`src/rtl/mux_scan_n_to_1_if.sv`:
```
// rtl/mux_scan_n_to_1_if.sv - channel data, control and output handshake bundle for mux_scan_n_to_1
interface mux_scan_n_to_1_if #(
   parameter int N = 4,
   parameter int W = 1
);
   localparam int SW = ($clog2(N) > 1) ? $clog2(N) : 1;

   logic [N*W-1:0] d;
   logic [SW-1:0]  sel;
   logic           mode;
   logic           en;
   logic [W-1:0]   y;
   logic [SW-1:0]  y_ch;
   logic           y_valid;
   logic           y_ready;
   logic           err;

   modport master (
      output d, sel, mode, en, y_ready,
      input  y, y_ch, y_valid, err
   );

   modport slave (
      input  d, sel, mode, en, y_ready,
      output y, y_ch, y_valid, err
   );
endinterface

```
`src/rtl/mux_scan_n_to_1.sv`:
```
// rtl/mux_scan_n_to_1.sv - registered N:1 mux with direct select or dwell-based auto-scan
module mux_scan_n_to_1 #(
   parameter int N     = 4,
   parameter int W     = 1,
   parameter int DWELL = 4
) (
   input logic               clk,
   input logic               rst,
   mux_scan_n_to_1_if.slave  bus
);
   localparam int SW = ($clog2(N) > 1) ? $clog2(N) : 1;
   localparam int CW = $clog2(DWELL + 1);

   localparam logic [SW:0]   N_EXT    = (SW + 1)'(N);
   localparam logic [SW-1:0] LAST_CH  = SW'(N - 1);
   localparam logic [CW-1:0] LAST_CNT = CW'(DWELL - 1);

   localparam logic [0:0] EMPTY = 1'b0;
   localparam logic [0:0] FULL  = 1'b1;

   logic [0:0]    state;
   logic [W-1:0]  y_q;
   logic [SW-1:0] y_ch_q;
   logic          err_q;
   logic [SW-1:0] ptr;
   logic [CW-1:0] cnt;
   logic          mode_q;

   logic          mode_rise;
   logic [SW-1:0] ptr_base;
   logic [CW-1:0] cnt_base;
   logic [SW-1:0] src;
   logic [SW-1:0] src_idx;
   logic          in_range;
   logic          load;
   logic          can_take;
   logic [W-1:0]  src_data;

   // A rising mode edge restarts the scan, so the current cycle already sees ptr/cnt as zero.
   always_comb begin
      mode_rise = bus.mode & ~mode_q;
      ptr_base  = mode_rise ? '0 : ptr;
      cnt_base  = mode_rise ? '0 : cnt;
      src       = bus.mode ? ptr_base : bus.sel;
      in_range  = ({1'b0, src} < N_EXT);
      src_idx   = in_range ? src : '0;
      can_take  = (state == EMPTY) | bus.y_ready;
      load      = bus.en & can_take & in_range;
      src_data  = bus.d[src_idx*W +: W];
   end

   always_ff @(posedge clk) begin
      if (rst) begin
         state  <= EMPTY;
         y_q    <= '0;
         y_ch_q <= '0;
         err_q  <= 1'b0;
         ptr    <= '0;
         cnt    <= '0;
         mode_q <= 1'b0;
      end else begin
         mode_q <= bus.mode;

         if (load) begin
            state  <= FULL;
            y_q    <= src_data;
            y_ch_q <= src_idx;
         end else if (bus.y_ready) begin
            state  <= EMPTY;
         end

         if (~bus.mode & bus.en & ~in_range)
            err_q <= 1'b1;

         // Scan position only moves on scan loads; direct loads and stalls leave it alone.
         if (bus.mode & load) begin
            if (cnt_base == LAST_CNT) begin
               cnt <= '0;
               ptr <= (ptr_base == LAST_CH) ? '0 : ptr_base + 1'b1;
            end else begin
               cnt <= cnt_base + 1'b1;
               ptr <= ptr_base;
            end
         end else if (mode_rise) begin
            cnt <= '0;
            ptr <= '0;
         end
      end
   end

   assign bus.y       = y_q;
   assign bus.y_ch    = y_ch_q;
   assign bus.y_valid = state[0];
   assign bus.err     = err_q;
endmodule

```
`src/flat_wrapper.sv`:
```
// flat-port wrapper written by rule: the top's interface ports become plain ports
module mux_scan_n_to_1_flat 
#(
   parameter int N     = 4,
   parameter int W     = 1,
   parameter int DWELL = 4
)
  (clk, rst, bus_d, bus_sel, bus_mode, bus_en, bus_y_ready, bus_y, bus_y_ch, bus_y_valid, bus_err);
  mux_scan_n_to_1_if #(.N(N), .W(W)) bus_i ();
  input logic clk;
  input logic rst;
  input wire logic [$bits(bus_i.d)-1:0] bus_d;
  input wire logic [$bits(bus_i.sel)-1:0] bus_sel;
  input wire logic [$bits(bus_i.mode)-1:0] bus_mode;
  input wire logic [$bits(bus_i.en)-1:0] bus_en;
  input wire logic [$bits(bus_i.y_ready)-1:0] bus_y_ready;
  output wire logic [$bits(bus_i.y)-1:0] bus_y;
  output wire logic [$bits(bus_i.y_ch)-1:0] bus_y_ch;
  output wire logic [$bits(bus_i.y_valid)-1:0] bus_y_valid;
  output wire logic [$bits(bus_i.err)-1:0] bus_err;
  assign bus_i.d = bus_d;
  assign bus_i.sel = bus_sel;
  assign bus_i.mode = bus_mode;
  assign bus_i.en = bus_en;
  assign bus_i.y_ready = bus_y_ready;
  assign bus_y = bus_i.y;
  assign bus_y_ch = bus_i.y_ch;
  assign bus_y_valid = bus_i.y_valid;
  assign bus_err = bus_i.err;
  mux_scan_n_to_1 #(.N(N), .W(W), .DWELL(DWELL)) u_core (.clk(clk), .rst(rst), .bus(bus_i));
endmodule
```
`config.mk`:
```
export PLATFORM = sky130hd
export DESIGN_NAME = mux_scan_n_to_1_flat
export DESIGN_NICKNAME = d
export VERILOG_FILES = /design/src/rtl/mux_scan_n_to_1_if.sv /design/src/rtl/mux_scan_n_to_1.sv /design/src/flat_wrapper.sv
export SDC_FILE = /design/constraint.sdc
export NUM_CORES = 1
export LEC_CHECK = 0
export CORE_UTILIZATION = 39
export DETAILED_ROUTE_END_ITERATION = 12
export PLACE_DENSITY_LB_ADDON = 0.08
export SLEW_MARGIN = 40
export SYNTH_ARGS = -nofsm -noshare
export SYNTH_HDL_FRONTEND = slang
export SYNTH_SLANG_ARGS = --single-unit
```
`constraint.sdc`:
```
create_clock -name clk -period 1.5 [get_ports clk]
set_input_delay 0.225 -clock clk [delete_from_list [all_inputs] [get_ports clk]]
set_output_delay 0.225 -clock clk [all_outputs]
set_load 0.05 [all_outputs]
```
==> metrics.txt <==
drt pass-1 iters 4; Max-cap violations 0; wire per inst 11.9 um; remaining antenna violation count 0; terminus of the critical flop-to-flop path u_core.ptr[1]; biggest area consumer among synthesized cells dfxtp_1; ant diodes 0; clk_skew 1.56 ps; gr usage total 17.0%; Slew Limit Fails 0; P_sw 0.000177 W; via count 466; worst skew pair latency 260 ps; Internal 0.000497 W; Hold Path Depth 2; CTS H-Tree Depth 1; Sw Share 26.3%; # IOs 16; register share of total power 42.0%; Hold-fix buffers, CTS 0; initial core utilization 44.6%; unrepaired setup endpoints after global routing true; Clock Path Buffers 2; R2R Path Start u_core.mode_q; CTS clock-pin slew for the worst setup and hold paths 70 ps; clock sink count 10; R2R Setup Slk 40 ps; flops & latches, synth 10; ys async rst share 0%; DP HPWL 831 um; most common flop cell mapped by yosys dfxtp_1; fin crit period 1460 ps; layout cell share with drive strength beyond 1 35.4%; Final Setup Violations 0; critical path launch point type flop; setup TNS 0 ps; Net Count, Synth 66; Yosys Warn Count 0; area of the multi-input gates 302 um2; critical-path maximum fanout 3; Die Y-Extent 38.6 um; DR vias/cell 5.01; sequential element share of the synthesized area 38.4%; Synth top area share 38.4%; Peak Freq 0.683 GHz; clock tree root buffer cell clkbuf_4; Mapped Cells 54; row count 12; largest net degree at the start of global routing 11; leakage 0.325 nW; Pwr per Cell Area 872 mW/mm2; Syn Area/Cell 9.66 um2; worst path arrival time 1660 ps; initial antenna violation count 0; DRC 0; cells on worst reg2reg path 6; grt total ovfl 0; Clk pwr share 36.1%; critical path capture point type flop; critical-path cell list nand2b_4 -> and2_4 -> ha_4 -> nand4_1 -> a2111o_1 -> a21oi_1; placed inst area 704 um2; worst vdd ir 0.682 mV; Synth-to-Final Area Change 48.2%; Final Util 66.0%; Hold WC Path Type reg2reg; routability cong. 0.674; worst stage delay on the critical path 410 ps; Slowest-stage cell, CP a2111o_1; Num CTS Buffers 3; Final Hold Fails 0; WHS 510 ps; Worst setup endpoint u_core.ptr[1]; Core ar. 0.00117 mm2; Synth cell types 28; EDFF count, synth 0; port buffer count 14; design area 773 um2; required time worst endpoint 1700 ps; Register Area 203 um2; combinational share of power 21.8%; CTS tree built; Post-Syn Area 522 um2; first-iteration detailed-routing DRC count 5; DIE WIDTH 38.6 um; vias in the first global route 397; worst setup path start u_core.mode_q; DRT Wirelength 1110 um; Tcrit/Tclk final 97.6%; global-route wire length before repair 1690 um; Total Power 0.000674 W; fillcell total 102; fin nets 92; critical path class reg2reg; status finished, final reports clean; top cells by area, synth dfxtp_1 (38%), buf_6 (6.5%), a21oi_1 (3.8%), mux2i_1 (3.8%), nor2b_1 (3.6%); die footprint 0.00149 mm2
-- per-stage QoR --
stage | setup WS [ps] | cells
after global placement | -302 | 87
after CTS | 27.4 | 91
after global routing | -19.4 | 93
after detailed placement | -350 | 87
final | 36.6 | 93
after floorplan | -4.41 | 54
-- per-layer routing --
layer,vias up,global-route usage (%),wire [um]
li1,243,-,-
met1,212,20.5,498
met2,9,27.5,551
met3,2,5.20,48
met4,0,7.76,8
met5,-,0,0
-- Yosys cell counts, types with 2 or more instances --
library cell	number
dfxtp_1	10
a21oi_1	4
buf_6	3
nor2_1	3
nor2b_1	3
a211oi_1	2
a31oi_1	2
and2_1	2
mux2i_1	2
nand2_1	2
nand2b_1	2
nand3_1	2
or3b_1	2
-- kinds of logic after synthesis --
family,Yosys count,share of synthesized area (%)
AO/OA/AOI/OAI,13,18.2
XOR/XNOR,1,1.68
adder cells (fa/ha/maj),1,2.40
buffers and inverters,5,8.63
flip-flops,10,38.4
multiplexers,2,3.84
other,1,0.719
AND/OR/NAND/NOR,21,26.1
-- sequential cells by signal, summed over array words and instances (netlist names) --
name	cells
u_core.ptr	2
u_core.mode_q	1
u_core.bus.y	1
u_core.bus.y_valid	1
u_core.cnt	3
u_core.bus.y_ch	2
-- worst max-delay path: cells and delay by family (launching register included) --
family	cells	cell delay, ps
adder cells (fa/ha/maj)	1	120
AND/OR/NAND/NOR	3	420
AO/OA/AOI/OAI	2	530
flip-flops	1	330
-- power by group through the flow --
stage | combinational, W | sequential (W) | clock (W)
final | 0.000147 | 0.000284 | 0.000244
after global routing | 0.000158 | 0.000285 | 0.000262
after CTS | 0.000143 | 0.000283 | 0.000251
after detailed placement | 0.000143 | 0.000290 | 0
after global placement | 0.000142 | 0.000289 | 0
after floorplan | 0.0000616 | 0.000316 | 0
-- placed cells by master, fill, tap and decap left out, types with 3 or more instances in the layout --
cell	instances
nor2_1	3
and2_4	3
a21oi_1	4
clkdlybuf4s50_1	9
nor2b_1	3
buf_4	15
dfxtp_1	8
clkbuf_4	3
-- worst min path at each step --
| stage | end | startpoint | slack, ps |
|---|---|---|---|
| finish | u_core.bus.y_ch[0] | u_core.bus.y_ch[0] | 510 |
| global route | u_core.bus.y_valid | u_core.bus.y_valid | 540 |
| CTS | u_core.bus.y_ch[0] | u_core.bus.y_ch[0] | 520 |
| detailed placement | u_core.bus.y_ch[0] | u_core.bus.y_ch[0] | 510 |
| global placement | u_core.bus.y_ch[1] | u_core.bus.y_ch[1] | 490 |
| floorplan | u_core.bus.y_valid | bus_en | 340 |
-- what timing repair did --
| item | in CTS | in global routing |
|---|---|---|
| resized for setup | 1 | 6 |
| setup buffers | 0 | 2 |
| pin swaps | 1 | 4 |
| cloned | 0 | 0 |
| setup endpoints to repair | 1 | 2 |
-- area by class of cell --
type | instances | share of cell area [%]
Sequential cell | 10 | 26.2
Timing Repair Buffer | 25 | 27.3
Clock buffer | 4 | 4.69
Tap cell | 14 | 2.27
Inverter | 1 | 0.485
Multi-Input combinational cell | 39 | 39.0
(Power assumes the default switching activity.)
